[src/rtl/output_scaler_pkg.sv]
// Shared types, widths and the saturation-limit helper for the output scaler.
package output_scaler_pkg;

  localparam int FIXED_POINT_BITS  = 16;
  localparam int SHIFT_BITS        = 5;
  localparam int OUTPUT_WIDTH      = 8;
  localparam int BIAS_WIDTH        = 32;
  // |biased| of a 32-bit two's complement value always fits 32 unsigned bits.
  localparam int MAG_WIDTH         = BIAS_WIDTH;
  localparam int PROD_WIDTH        = MAG_WIDTH + FIXED_POINT_BITS;
  // Largest total shift is FIXED_POINT_BITS + 2^SHIFT_BITS - 1 = 47.
  localparam int TOTAL_SHIFT_WIDTH = 6;
  // Shifted magnitude is at most 33 bits; add room for sign and offset carry.
  localparam int SAT_WIDTH         = PROD_WIDTH - FIXED_POINT_BITS + 4;

  typedef struct packed {
    logic [FIXED_POINT_BITS-1:0] scale;
    logic [SHIFT_BITS-1:0]       shift;
    logic [BIAS_WIDTH-1:0]       bias;
    logic [OUTPUT_WIDTH-1:0]     offset;
  } param_t;

  typedef struct packed {
    logic signed [SAT_WIDTH-1:0] hi;
    logic signed [SAT_WIDTH-1:0] lo;
  } sat_limits_t;

  // Clamp range for the selected lane width; out-of-range widths fall back to max_bits.
  function automatic sat_limits_t sat_limits(input logic is_unsigned,
                                             input logic [3:0] bits,
                                             input int max_bits);
    int b;
    logic signed [SAT_WIDTH-1:0] one;
    sat_limits_t lim;
    b = int'(bits);
    if (b < 2 || b > max_bits) b = max_bits;
    one = SAT_WIDTH'(1);
    if (is_unsigned) begin
      lim.hi = (one <<< b) - one;
      lim.lo = '0;
    end else begin
      lim.hi = (one <<< (b - 1)) - one;
      lim.lo = -(one <<< (b - 1));
    end
    return lim;
  endfunction

endpackage

[src/rtl/output_scaler_param_rf.sv]
// Per-channel parameter storage: flop array, one write port, one combinational read port.
module output_scaler_param_rf
  import output_scaler_pkg::*;
#(
  parameter int Depth     = 32,
  parameter int AddrWidth = $clog2(Depth)
) (
  input  logic                 clk,
  input  logic                 nrst,
  input  logic                 we,
  input  logic [AddrWidth-1:0] waddr,
  input  param_t               wdata,
  input  logic [AddrWidth-1:0] raddr,
  output param_t               rdata
);

  param_t entries [Depth];

  // Entries clear to zero on reset; a write updates one entry.
  always_ff @(posedge clk or negedge nrst) begin
    if (!nrst) begin
      for (int i = 0; i < Depth; i++) entries[i] <= '0;
    end else if (we) begin
      entries[waddr] <= wdata;
    end
  end

  // Depth is a power of two, so every address selects a real entry.
  assign rdata = entries[raddr];

endmodule

[src/rtl/output_scaler_mc.sv]
// Multi-channel output scaler: bias, fixed-point scale, round/shift, offset and
// saturate, in a 3-stage valid/ready pipeline with per-channel parameters.
//
// Handshake: a beat moves across an interface on a cycle where valid && ready.
// A producer holds valid and its payload stable until accepted; ready may
// depend combinationally on downstream ready. Each stage loads when it is
// empty or its contents are leaving this cycle.
module output_scaler_mc
  import output_scaler_pkg::*;
#(
  parameter int NumChannels    = 32,
  parameter int InputWidth     = 20,
  parameter int MaxOutputWidth = 8,
  parameter int FixedPointBits = 16,
  parameter int ShiftBits      = 5,
  localparam int ChWidth       = $clog2(NumChannels)
) (
  input  logic                          clk,
  input  logic                          nrst,
  input  logic                          cfg_we,
  input  logic [ChWidth-1:0]            cfg_addr,
  input  logic [FixedPointBits-1:0]     cfg_scale,
  input  logic [ShiftBits-1:0]          cfg_shift,
  input  logic signed [31:0]            cfg_bias,
  input  logic [MaxOutputWidth-1:0]     cfg_offset,
  input  logic                          cfg_unsigned,
  input  logic [3:0]                    cfg_output_bits,
  input  logic                          cfg_round_en,
  input  logic [ChWidth:0]              cfg_num_channels,
  input  logic                          in_valid,
  output logic                          in_ready,
  input  logic signed [InputWidth-1:0]  in_data,
  input  logic                          in_last,
  output logic                          out_valid,
  input  logic                          out_ready,
  output logic [MaxOutputWidth-1:0]     out_data,
  output logic [ChWidth-1:0]            out_channel,
  output logic                          out_last,
  output logic                          busy,
  output logic                          cfg_err
);

  // Stage state
  logic                         s1_valid, s2_valid;
  logic                         s1_ready, s2_ready, s3_ready;
  logic [BIAS_WIDTH-1:0]        s1_biased;
  logic [FIXED_POINT_BITS-1:0]  s1_scale;
  logic [SHIFT_BITS-1:0]        s1_shift, s2_shift;
  logic [OUTPUT_WIDTH-1:0]      s1_offset, s2_offset;
  logic [ChWidth-1:0]           s1_ch, s2_ch;
  logic                         s1_last, s2_last;
  logic                         s2_neg;
  logic [PROD_WIDTH-1:0]        s2_prod;

  logic                         accept;
  logic [ChWidth-1:0]           ch_cnt;
  logic                         ch_wrap;
  logic                         cfg_ok;
  param_t                       cfg_entry;
  param_t                       rd_entry;
  logic [BIAS_WIDTH-1:0]        in_ext;
  logic [MAG_WIDTH-1:0]         s1_mag;

  assign s3_ready = !out_valid || out_ready;
  assign s2_ready = !s2_valid || s3_ready;
  assign s1_ready = !s1_valid || s2_ready;
  assign in_ready = nrst && s1_ready;
  assign busy     = s1_valid || s2_valid || out_valid;
  assign accept   = in_valid && in_ready;

  // Writes only land when the datapath is idle and no beat is being offered.
  assign cfg_ok = cfg_we && !busy && !in_valid;

  assign cfg_entry.scale  = cfg_scale;
  assign cfg_entry.shift  = cfg_shift;
  assign cfg_entry.bias   = cfg_bias;
  assign cfg_entry.offset = cfg_offset;

  output_scaler_param_rf #(.Depth(NumChannels)) u_param_rf (
    .clk   (clk),
    .nrst  (nrst),
    .we    (cfg_ok),
    .waddr (cfg_addr),
    .wdata (cfg_entry),
    .raddr (ch_cnt),
    .rdata (rd_entry)
  );

  // Counter wraps after the last active channel or after an in_last beat.
  assign ch_wrap = in_last ||
                   (({1'b0, ch_cnt} + (ChWidth+1)'(1)) == cfg_num_channels);

  // Channel counter and rejected-write pulse.
  always_ff @(posedge clk or negedge nrst) begin
    if (!nrst) begin
      ch_cnt  <= '0;
      cfg_err <= 1'b0;
    end else begin
      cfg_err <= cfg_we && !cfg_ok;
      if (accept) ch_cnt <= ch_wrap ? '0 : ch_cnt + ChWidth'(1);
    end
  end

  assign in_ext = {{(BIAS_WIDTH-InputWidth){in_data[InputWidth-1]}}, in_data};

  // S1: add bias and capture the beat's channel parameters.
  always_ff @(posedge clk or negedge nrst) begin
    if (!nrst) begin
      s1_valid  <= 1'b0;
      s1_biased <= '0;
      s1_scale  <= '0;
      s1_shift  <= '0;
      s1_offset <= '0;
      s1_ch     <= '0;
      s1_last   <= 1'b0;
    end else if (s1_ready) begin
      s1_valid <= in_valid;
      if (in_valid) begin
        s1_biased <= in_ext + rd_entry.bias;
        s1_scale  <= rd_entry.scale;
        s1_shift  <= rd_entry.shift;
        s1_offset <= rd_entry.offset;
        s1_ch     <= ch_cnt;
        s1_last   <= in_last;
      end
    end
  end

  assign s1_mag = s1_biased[BIAS_WIDTH-1] ? (~s1_biased + MAG_WIDTH'(1)) : s1_biased;

  // S2: scale the magnitude, keep the sign for later.
  always_ff @(posedge clk or negedge nrst) begin
    if (!nrst) begin
      s2_valid  <= 1'b0;
      s2_prod   <= '0;
      s2_neg    <= 1'b0;
      s2_shift  <= '0;
      s2_offset <= '0;
      s2_ch     <= '0;
      s2_last   <= 1'b0;
    end else if (s2_ready) begin
      s2_valid <= s1_valid;
      if (s1_valid) begin
        s2_prod   <= PROD_WIDTH'(s1_mag) * PROD_WIDTH'(s1_scale);
        s2_neg    <= s1_biased[BIAS_WIDTH-1];
        s2_shift  <= s1_shift;
        s2_offset <= s1_offset;
        s2_ch     <= s1_ch;
        s2_last   <= s1_last;
      end
    end
  end

  logic [TOTAL_SHIFT_WIDTH-1:0] total_shift;
  logic [PROD_WIDTH:0]          round_add, rounded, shifted;
  logic signed [SAT_WIDTH-1:0]  mag_q, signed_q, offset_q, sum_q, sat_q;
  logic signed [SAT_WIDTH-1:0]  sat_hi, sat_lo;
  sat_limits_t                  lim;

  // S3 math: round on the magnitude, reapply sign, add offset, clamp.
  always_comb begin
    total_shift = TOTAL_SHIFT_WIDTH'(FIXED_POINT_BITS) + TOTAL_SHIFT_WIDTH'(s2_shift);
    round_add   = '0;
    if (cfg_round_en) round_add = (PROD_WIDTH+1)'(1) << (total_shift - TOTAL_SHIFT_WIDTH'(1));
    rounded  = {1'b0, s2_prod} + round_add;
    shifted  = rounded >> total_shift;
    mag_q    = SAT_WIDTH'(shifted);
    signed_q = s2_neg ? -mag_q : mag_q;
    offset_q = SAT_WIDTH'(s2_offset);
    sum_q    = signed_q + offset_q;
    lim      = sat_limits(cfg_unsigned, cfg_output_bits, MaxOutputWidth);
    sat_hi   = lim.hi;
    sat_lo   = lim.lo;
    if (sum_q > sat_hi)      sat_q = sat_hi;
    else if (sum_q < sat_lo) sat_q = sat_lo;
    else                     sat_q = sum_q;
  end

  // S3 register: the clamped value is in range, so its low bits are already
  // zero-padded (unsigned) or sign-extended (signed) above the lane width.
  always_ff @(posedge clk or negedge nrst) begin
    if (!nrst) begin
      out_valid   <= 1'b0;
      out_data    <= '0;
      out_channel <= '0;
      out_last    <= 1'b0;
    end else if (s3_ready) begin
      out_valid <= s2_valid;
      if (s2_valid) begin
        out_data    <= MaxOutputWidth'(sat_q);
        out_channel <= s2_ch;
        out_last    <= s2_last;
      end
    end
  end

endmodule

[config.mk]
export PLATFORM = sky130hd
export DESIGN_NAME = output_scaler_mc
export DESIGN_NICKNAME = d
export VERILOG_FILES = /design/src/rtl/output_scaler_pkg.sv /design/src/rtl/output_scaler_param_rf.sv /design/src/rtl/output_scaler_mc.sv
export SDC_FILE = /design/constraint.sdc
export NUM_CORES = 2
export LEC_CHECK = 0
export CAP_MARGIN = 20
export CELL_PAD_IN_SITES_DETAIL_PLACEMENT = 0
export CELL_PAD_IN_SITES_GLOBAL_PLACEMENT = 1
export CORE_UTILIZATION = 50
export DETAILED_ROUTE_END_ITERATION = 16
export GPL_TIMING_DRIVEN = 0
export HOLD_SLACK_MARGIN = 0.08
export PLACE_DENSITY = 0.85
export REMOVE_ABC_BUFFERS = 1
export SLEW_MARGIN = 20
export SYNTH_ARGS = -nofsm -noshare
export SYNTH_HDL_FRONTEND = slang
export SYNTH_HIERARCHICAL = 1
export SYNTH_SLANG_ARGS = --single-unit
export TNS_END_PERCENT = 20
[constraint.sdc]
create_clock -name clk -period 20.8 [get_ports clk]
set_input_delay 6.24 -clock clk [delete_from_list [all_inputs] [get_ports clk]]
set_output_delay 6.24 -clock clk [all_outputs]
set_load 0.005 [all_outputs]
# Word level (Yosys, flattened, before mapping)
# Index checks and enable logic that the tools add are counted.
totals:
  regBits: 2110
  inputBits: 104
  output_inout_bits: 18
  wordCells: 213
classes:
  n_addsub: 13
  n_mul: 1
  magnitude_cmp: 7
  n_eq_ne: 1
  shift: 4
  n_mux: 14
  n_bitwise: 3
  reduce_logical: 22
ops:
  columns: ["op", "n"]
  rows:
  - ["bitwise mux 1952 bit", 1]
  - ["binary-select mux 61 bit (select 5 bit)", 1]
  - ["demux 61 bit (select 5 bit)", 1]
  - ["2-to-1 mux 61 bit", 3]
  - ["2-to-1 mux 72 bit", 1]
  - ["negator 36 bit", 2]
  - ["<<< shifter 2 x 32 -> 36 bit (first input constant)", 2]
  - ["subtractor 36 x 2 -> 36 bit (second input constant)", 2]
  - ["adder 48 x 49 -> 49 bit", 1]
  - ["2-to-1 mux 49 bit", 1]
  - ["<< shifter 1 x 6 -> 49 bit (first input constant)", 1]
  - ["right shift 49 x 6 -> 36 bit", 1]
  - ["multiplier 32 x 16 -> 48 bit", 1]
  - ["adder 36 x 9 -> 36 bit", 1]
  - ["> comparator 36 bit", 1]
  - ["< comparator 36 bit", 1]
  - ["2-to-1 mux 36 bit", 1]
  - ["adder 32 x 1 -> 32 bit (second input constant)", 1]
  - ["adder 32 bit", 1]
  - ["2-to-1 mux 32 bit", 1]
  - ["inverter 32 bit", 1]
  - ["subtractor 32 x 2 -> 32 bit (second input constant)", 1]
  - ["2-to-1 mux 8 bit", 2]
  - [">= comparator 6 bit (second input constant)", 2]
  - ["15 further kinds", 34]

# Longest topological paths before layout
logic_depth:
  ltp_word: 12
  ltp_mapped: 53
  ltp_nobuf: 46

# Modules after synthesis
# The synthesis kept the hierarchy.
modules_own_cells:
  columns: ["module", "instances", "cells_per_inst", "area_per_inst_um2", "seq_area_each_um2"]
  rows:
  - ["output_scaler_param_rf", 1, 6539, 89549.6, 48846.8]
  - ["output_scaler_mc", 1, 4284, 35385.2, 3928.8]

# Worst setup path after synthesis
# No wires, ideal clock.
synth_timing:
  path_kind: "input port to flip-flop"
  start: "input cfg_round_en"
  end: "register out_data[0]"
  setup_ps: 92
  arrival_ps: 14194
  required_ps: 20708
  setup_slack_ps: 6514
  path_stages: 45
  path_buffers: 3
  path_cell_list: "nand2_1 > nor2_1 > ha_1 > buf_4 > a21oi_2 > o21ai_1 > a21oi_1 > o21ai_1 > mux2_2 > nor3_2 > a2111oi_4 > or3_4 > o221ai_1 > o2111ai_2 > nor2_1 > nor2_1 > ha_1 > nor2_1 > [9 not listed] > a21oi_1 > xor2_1 > xnor2_1 > ha_1 > nand3_1 > o21bai_1 > nor2_1 > or3_1 > a31oi_1 > o2111a_1 > a2111oi_0 > o211ai_1 > a31o_2 > o31a_1 > buf_4 > and2_4 > buf_6 > o31ai_2"
synth_via:
  elab_chain_cells: 9
  elab_cells_between_ends: 10
  classes_between: "3 x add/sub; 2 x order compare; 1 x shift; 4 x mux"
synth_lines:
  columns: ["element", "line_no", "text"]
  rows:
  - ["start, declared", "output_scaler_mc.sv:28", "input logic cfg_round_en,"]
  - ["2-to-1 mux 49 bit *", "output_scaler_mc.sv:164", "if (cfg_round_en) round_add = (PROD_WIDTH+1)'(1) << (total_shift - TOTAL_SHIFT_WIDTH'(1));"]
  - ["adder 48 x 49 -> 49 bit *", "output_scaler_mc.sv:165", "rounded = {1'b0, s2_prod} + round_add;"]
  - ["right shift 49 x 6 -> 36 bit *", "output_scaler_mc.sv:166", "shifted = rounded >> total_shift;"]
  - ["negator 36 bit", "output_scaler_mc.sv:168", "signed_q = s2_neg ? -mag_q : mag_q;"]
  - ["2-to-1 mux 36 bit *", "output_scaler_mc.sv:168", null]
  - ["adder 36 x 9 -> 36 bit *", "output_scaler_mc.sv:170", "sum_q = signed_q + offset_q;"]
  - ["< comparator 36 bit", "output_scaler_mc.sv:175", "else if (sum_q < sat_lo) sat_q = sat_lo;"]
  - ["2-to-1 mux 8 bit", "output_scaler_mc.sv:175", null]
  - ["2-to-1 mux 8 bit *", "output_scaler_mc.sv:174", "if (sum_q > sat_hi) sat_q = sat_hi;"]
  - ["end signal, assigned", "output_scaler_mc.sv:190", "out_data <= MaxOutputWidth'(sat_q);"]
  - ["end, declared", "output_scaler_mc.sv:36", "output logic [MaxOutputWidth-1:0] out_data,"]
# Every way passes the cells marked *; elsewhere a longest branch is shown, timed or not.
# A chain may end at the register's enable or synchronous reset.

# Worst setup path after layout
layout_timing:
  start: "input cfg_round_en"
  end: "register out_data[6]"
# The elaborated chain is that of the path after synthesis.

==> results by stage <==
Status:
- The flow ran to the end, and the final reports show no timing, DRC or antenna violations.

Floorplan:
- The number of core rows is 183.
- For this configuration, the core starts out at a cell density of 0.503.
- The top-level port count is 122.
- The die covers 252000 µm².
- The area of the core is 248000 µm².
- The floorplan step set the die height to 502 µm.
- The die is 502 µm wide.

Logic synthesis:
- Of all flip-flops after synthesis, the portion carrying an async set or reset was 1.00.
- In this run, synthesis produced a sequential element count of 2109.
- Of the synthesized area, sequential elements account for 0.422.
- After synthesis, the mean cell area works out to 11.5 µm².
- The Yosys step of the flow raised 6 warnings.
- Yosys attributes the largest share of cell area to dfrtp_1 42%, mux2_2 18%, mux2i_1 8.1%.
- The count of distinct cell types in the synthesized netlist is 131.
- In this run, synthesis inferred 0 flip-flops with an integrated enable.
- The commonest cells after synthesis are 2109 x dfrtp_1, 1972 x mux2_2, 1006 x mux2i_1.
- The cell taking the most area after synthesis is dfrtp_1.
- The flip-flop cell with the highest count after synthesis is dfrtp_1.
- The area of the mapped netlist is 125000 µm².
- The portion of synthesized cell area occupied by the leading cell type is 0.422.
- After technology mapping, the gate count stands at 10800.
- The dominant cell by count in the synthesized netlist is dfrtp_1.

Critical path:
- The worst setup slack for register-to-register paths is 7410 ps.
- The timing startpoint of the critical path is cfg_round_en.
- The most critical setup path has its endpoint at out_data[6]$_DFFE_PN0P_.
- The origin of the critical flop-to-flop path is s2_shift[4]$_DFFE_PN0P_.
- The category of the worst setup path capture point is a flip-flop.
- The arrival time of data at the critical path endpoint is 17520 ps.
- The buffer and inverter count on the worst path is 2.
- The number of cell instances on the worst register-to-register path is between 40 and 50.
- The largest fanout on the critical path is 12.
- The master of the slowest instance on the critical path is o211ai_1.
- The worst register-to-register path ends at out_data[6]$_DFFE_PN0P_.
- STA classifies the critical path startpoint as an input pin.
- The classification of the worst setup path is in2reg.
- The maximum cell stage delay along the critical path is 890 ps.
- The kind of cell with the highest combined delay along the critical path is simple AND/OR/NAND/NOR gates.
- At the worst endpoint, the required time is about 22000 ps.
- The critical path crosses 40 cells after its start point.

Power:
- The share of total power dissipated in combinational logic is 0.664.
- The clock share of power is 0.155.
- The power density of the placed cells is approximately 180 nW/µm².
- The internal power of the cells totals between 10000 and 15000 µW.
- The design draws 25900 µW.
- The share of total power dissipated in sequential elements is 0.181.
- IR analysis of the VDD net gives a maximum drop of roughly 0.75 mV.
- Of the total power, the share spent switching nets is 0.458.
- The net switching power of the design is 11800 µW.
- The analysis attributes to cell leakage a power of approximately 0.066 µW.

STA:
- Setup repair after global routing left no endpoint under its margin.
- The accumulated negative setup slack is 0 ps.
- The final-report hold violation count is 0.
- The number of max-slew violations in the final report was 0.
- After layout, the minimum clock period comes to 16770 ps.
- The transition at the pin with the smallest max-transition slack is 1130 ps.
- The final worst-path cycle share is 0.806.
- The worst pin sits at a relative slew slack of 0.248.
- Setup violations remaining at the end of the flow were counted as 0.
- On the final layout, the worst hold slack is 485 ps.
- The final setup skew is 75.9 ps.
- The maximum clock frequency is 0.0596 GHz.

Drt:
- The average wire per standard cell is 25.4 µm.
- Once detail routing completed, the nets flagged for antenna violations numbered 0.
- In the routed design, unresolved DRC markers number 0.
- The total number of vias is 86600.
- The post-detailed-route via-to-cell ratio is 6.14.
- The starting DRC count in detailed routing is about 7000.
- The routed wire length is 358 mm.
- The first-pass iteration count of the detailed router is 6.

CTS:
- The clock tree root buffer cell is clkbuf_16.
- The post-cts sizing count is 0.
- The number of buffers inserted during clock tree synthesis is 213.
- The total number of clock tree sinks is 2109.
- After clock tree synthesis, the clock-pin slew on the worst setup and hold paths is approximately 60 ps.
- The CTS tree is yes.
- The buffers inserted during post-CTS setup optimization is 0.
- The maximum clock insertion buffer count is 3.
- At the later pin of the worst-skew pair, clock insertion delay measures 890 ps.
- The deepest level of the CTS H-tree is 4.
- The number of buffers inserted by hold repair at cts is 0.

Finish:
- Fill cells in the final layout number 19900.
- The area growth from synthesis to layout is 12.1%.
- The number of non-filler instances in the completed layout is 14100.
- Of the cells placed in the final design, the portion with a size suffix greater than 1 is 0.260.
- The final net count is 11400.
- For this run, the share of the core covered by cells in the final layout is 0.564.

Global route:
- The met3 layer usage reported by global route is 0.0446.
- The remaining global-route overflow is 0.
- The maximum number of pins on one net before global-route repair is 162.
- For met2 alone, demand over resource in global routing was 0.468.
- The all-layer global routing usage is 0.284.
- met2 is the most crowded layer.
- The met1 track demand over resource in global routing is 0.367.
- The initial antenna violation count came to 27.
- The first global-routing pass estimated 550 mm of wire.
- The number of global-route vias before repair is 90000.

Placed design:
- The instance count after placement with tap cells included is ~14000.
- The global placer's final weighted congestion is 0.921.
- Input and output buffers added on the ports amount to 121.
- The HPWL after detailed placement is roughly 240 mm.

Job:
- The count of max-cap constraint violations is 0.

Worst hold path:
- In this run the worst hold path is classified as reg2reg.
- The launch instance of the worst min-delay path is s2_prod[43]$_DFFE_PN0P_.
[metal layers]
metal,wire [µm],vias up
li1,-,37800
met3,21800,908
met1,147000,44900
met4,17200,12
met5,76,-
met2,172000,3020
[per-stage QoR]
step | area, µm² | setup slack (ps)
6_report | 140000 | 4030
3_3_place_gp | 127000 | -76860
2_1_floorplan | 121000 | -15270
4_1_cts | 140000 | 4370
3_5_place_dp | 133000 | 3450
5_1_grt | 140000 | 3370
[registers in the layout (all words and copies together) (netlist names), 5 cells and up]
| register | cells |
|---|---|
| u_param_rf/entries | 1952 |
| s1_offset | 8 |
| s2_prod | 47 |
| out_channel | 5 |
| s2_shift | 5 |
| s1_scale | 16 |
| s1_ch | 5 |
| s1_shift | 5 |
| s2_ch | 5 |
| out_data | 8 |
| s2_offset | 8 |
| s1_biased | 32 |
| ch_cnt | 5 |
[cell type report]
class | instances | area, µm² | area share
Timing Repair Buffer | 360 | 6690 | 0.0477
Tap cell | 3330 | 4170 | 0.0297
Clock inverter | 75 | 1020 | 0.00730
Inverter | 498 | 1870 | 0.0134
Clock buffer | 322 | 6430 | 0.0459
Antenna cell | 12 | 30.0 | 0.000214
Sequential cell | 2109 | 52800 | 0.377
Multi-Input combinational cell | 7395 | 67100 | 0.479
[power by group through the flow]
stage | Clock [µW] | Sequential [µW] | Combinational, µW
final | 4010 | 4680 | 17200
after global routing | 4240 | 4710 | 19400
after CTS | 4070 | 4670 | 17200
after detailed placement | 0 | 4750 | 17100
after global placement | 0 | 5040 | 18600
after floorplan | 0 | 4790 | 14300
[how the worst min path moves through the flow]
stage,end,slack [ps],cells after the start
4_1_cts,u_param_rf/entries[1054]$_DFFE_PN0P_,490,1
6_report,s2_prod[43]$_DFFE_PN0P_,490,2
3_3_place_gp,u_param_rf/entries[1206]$_DFFE_PN0P_,470,1
3_5_place_dp,u_param_rf/entries[1054]$_DFFE_PN0P_,470,1
5_1_grt,u_param_rf/entries[1206]$_DFFE_PN0P_,490,1
2_1_floorplan,s2_prod[16]$_DFFE_PN0P_,460,2
[cells by family after synthesis]
kind of cell | share of synthesized area
simple gates | 0.0772
flops | 0.422
buf+inv | 0.0451
xor+xnor | 0.0147
compound gates | 0.0799
fa+ha+maj | 0.0945
other cells | 0.0000300
mux | 0.266
[worst register-to-register path, delay by kind of cell (launching register included)]
family | cells | cell delay, ps
simple gates | 19 | 5690
compound gates | 14 | 3680
fa+ha+maj | 3 | 1060
buf+inv | 2 | 830
mux | 2 | 810
flops | 1 | 760
xor+xnor | 1 | 440
[placed cells by master (no fill, tap or decap), types with 125 or more instances in the layout]
cell and instances:
and2_1 179, o21ai_0 183, a21oi_1 354, nor3_1 149, nor2_1 209, inv_1 492
buf_16 131, fa_1 420, ha_1 271, a22oi_1 195, mux2i_1 1006, nand2_1 857
a22o_1 125, mux2_2 1972, clkbuf_16 217, dfrtp_1 2087, nand3_1 275
(Power assumes the default switching activity.)
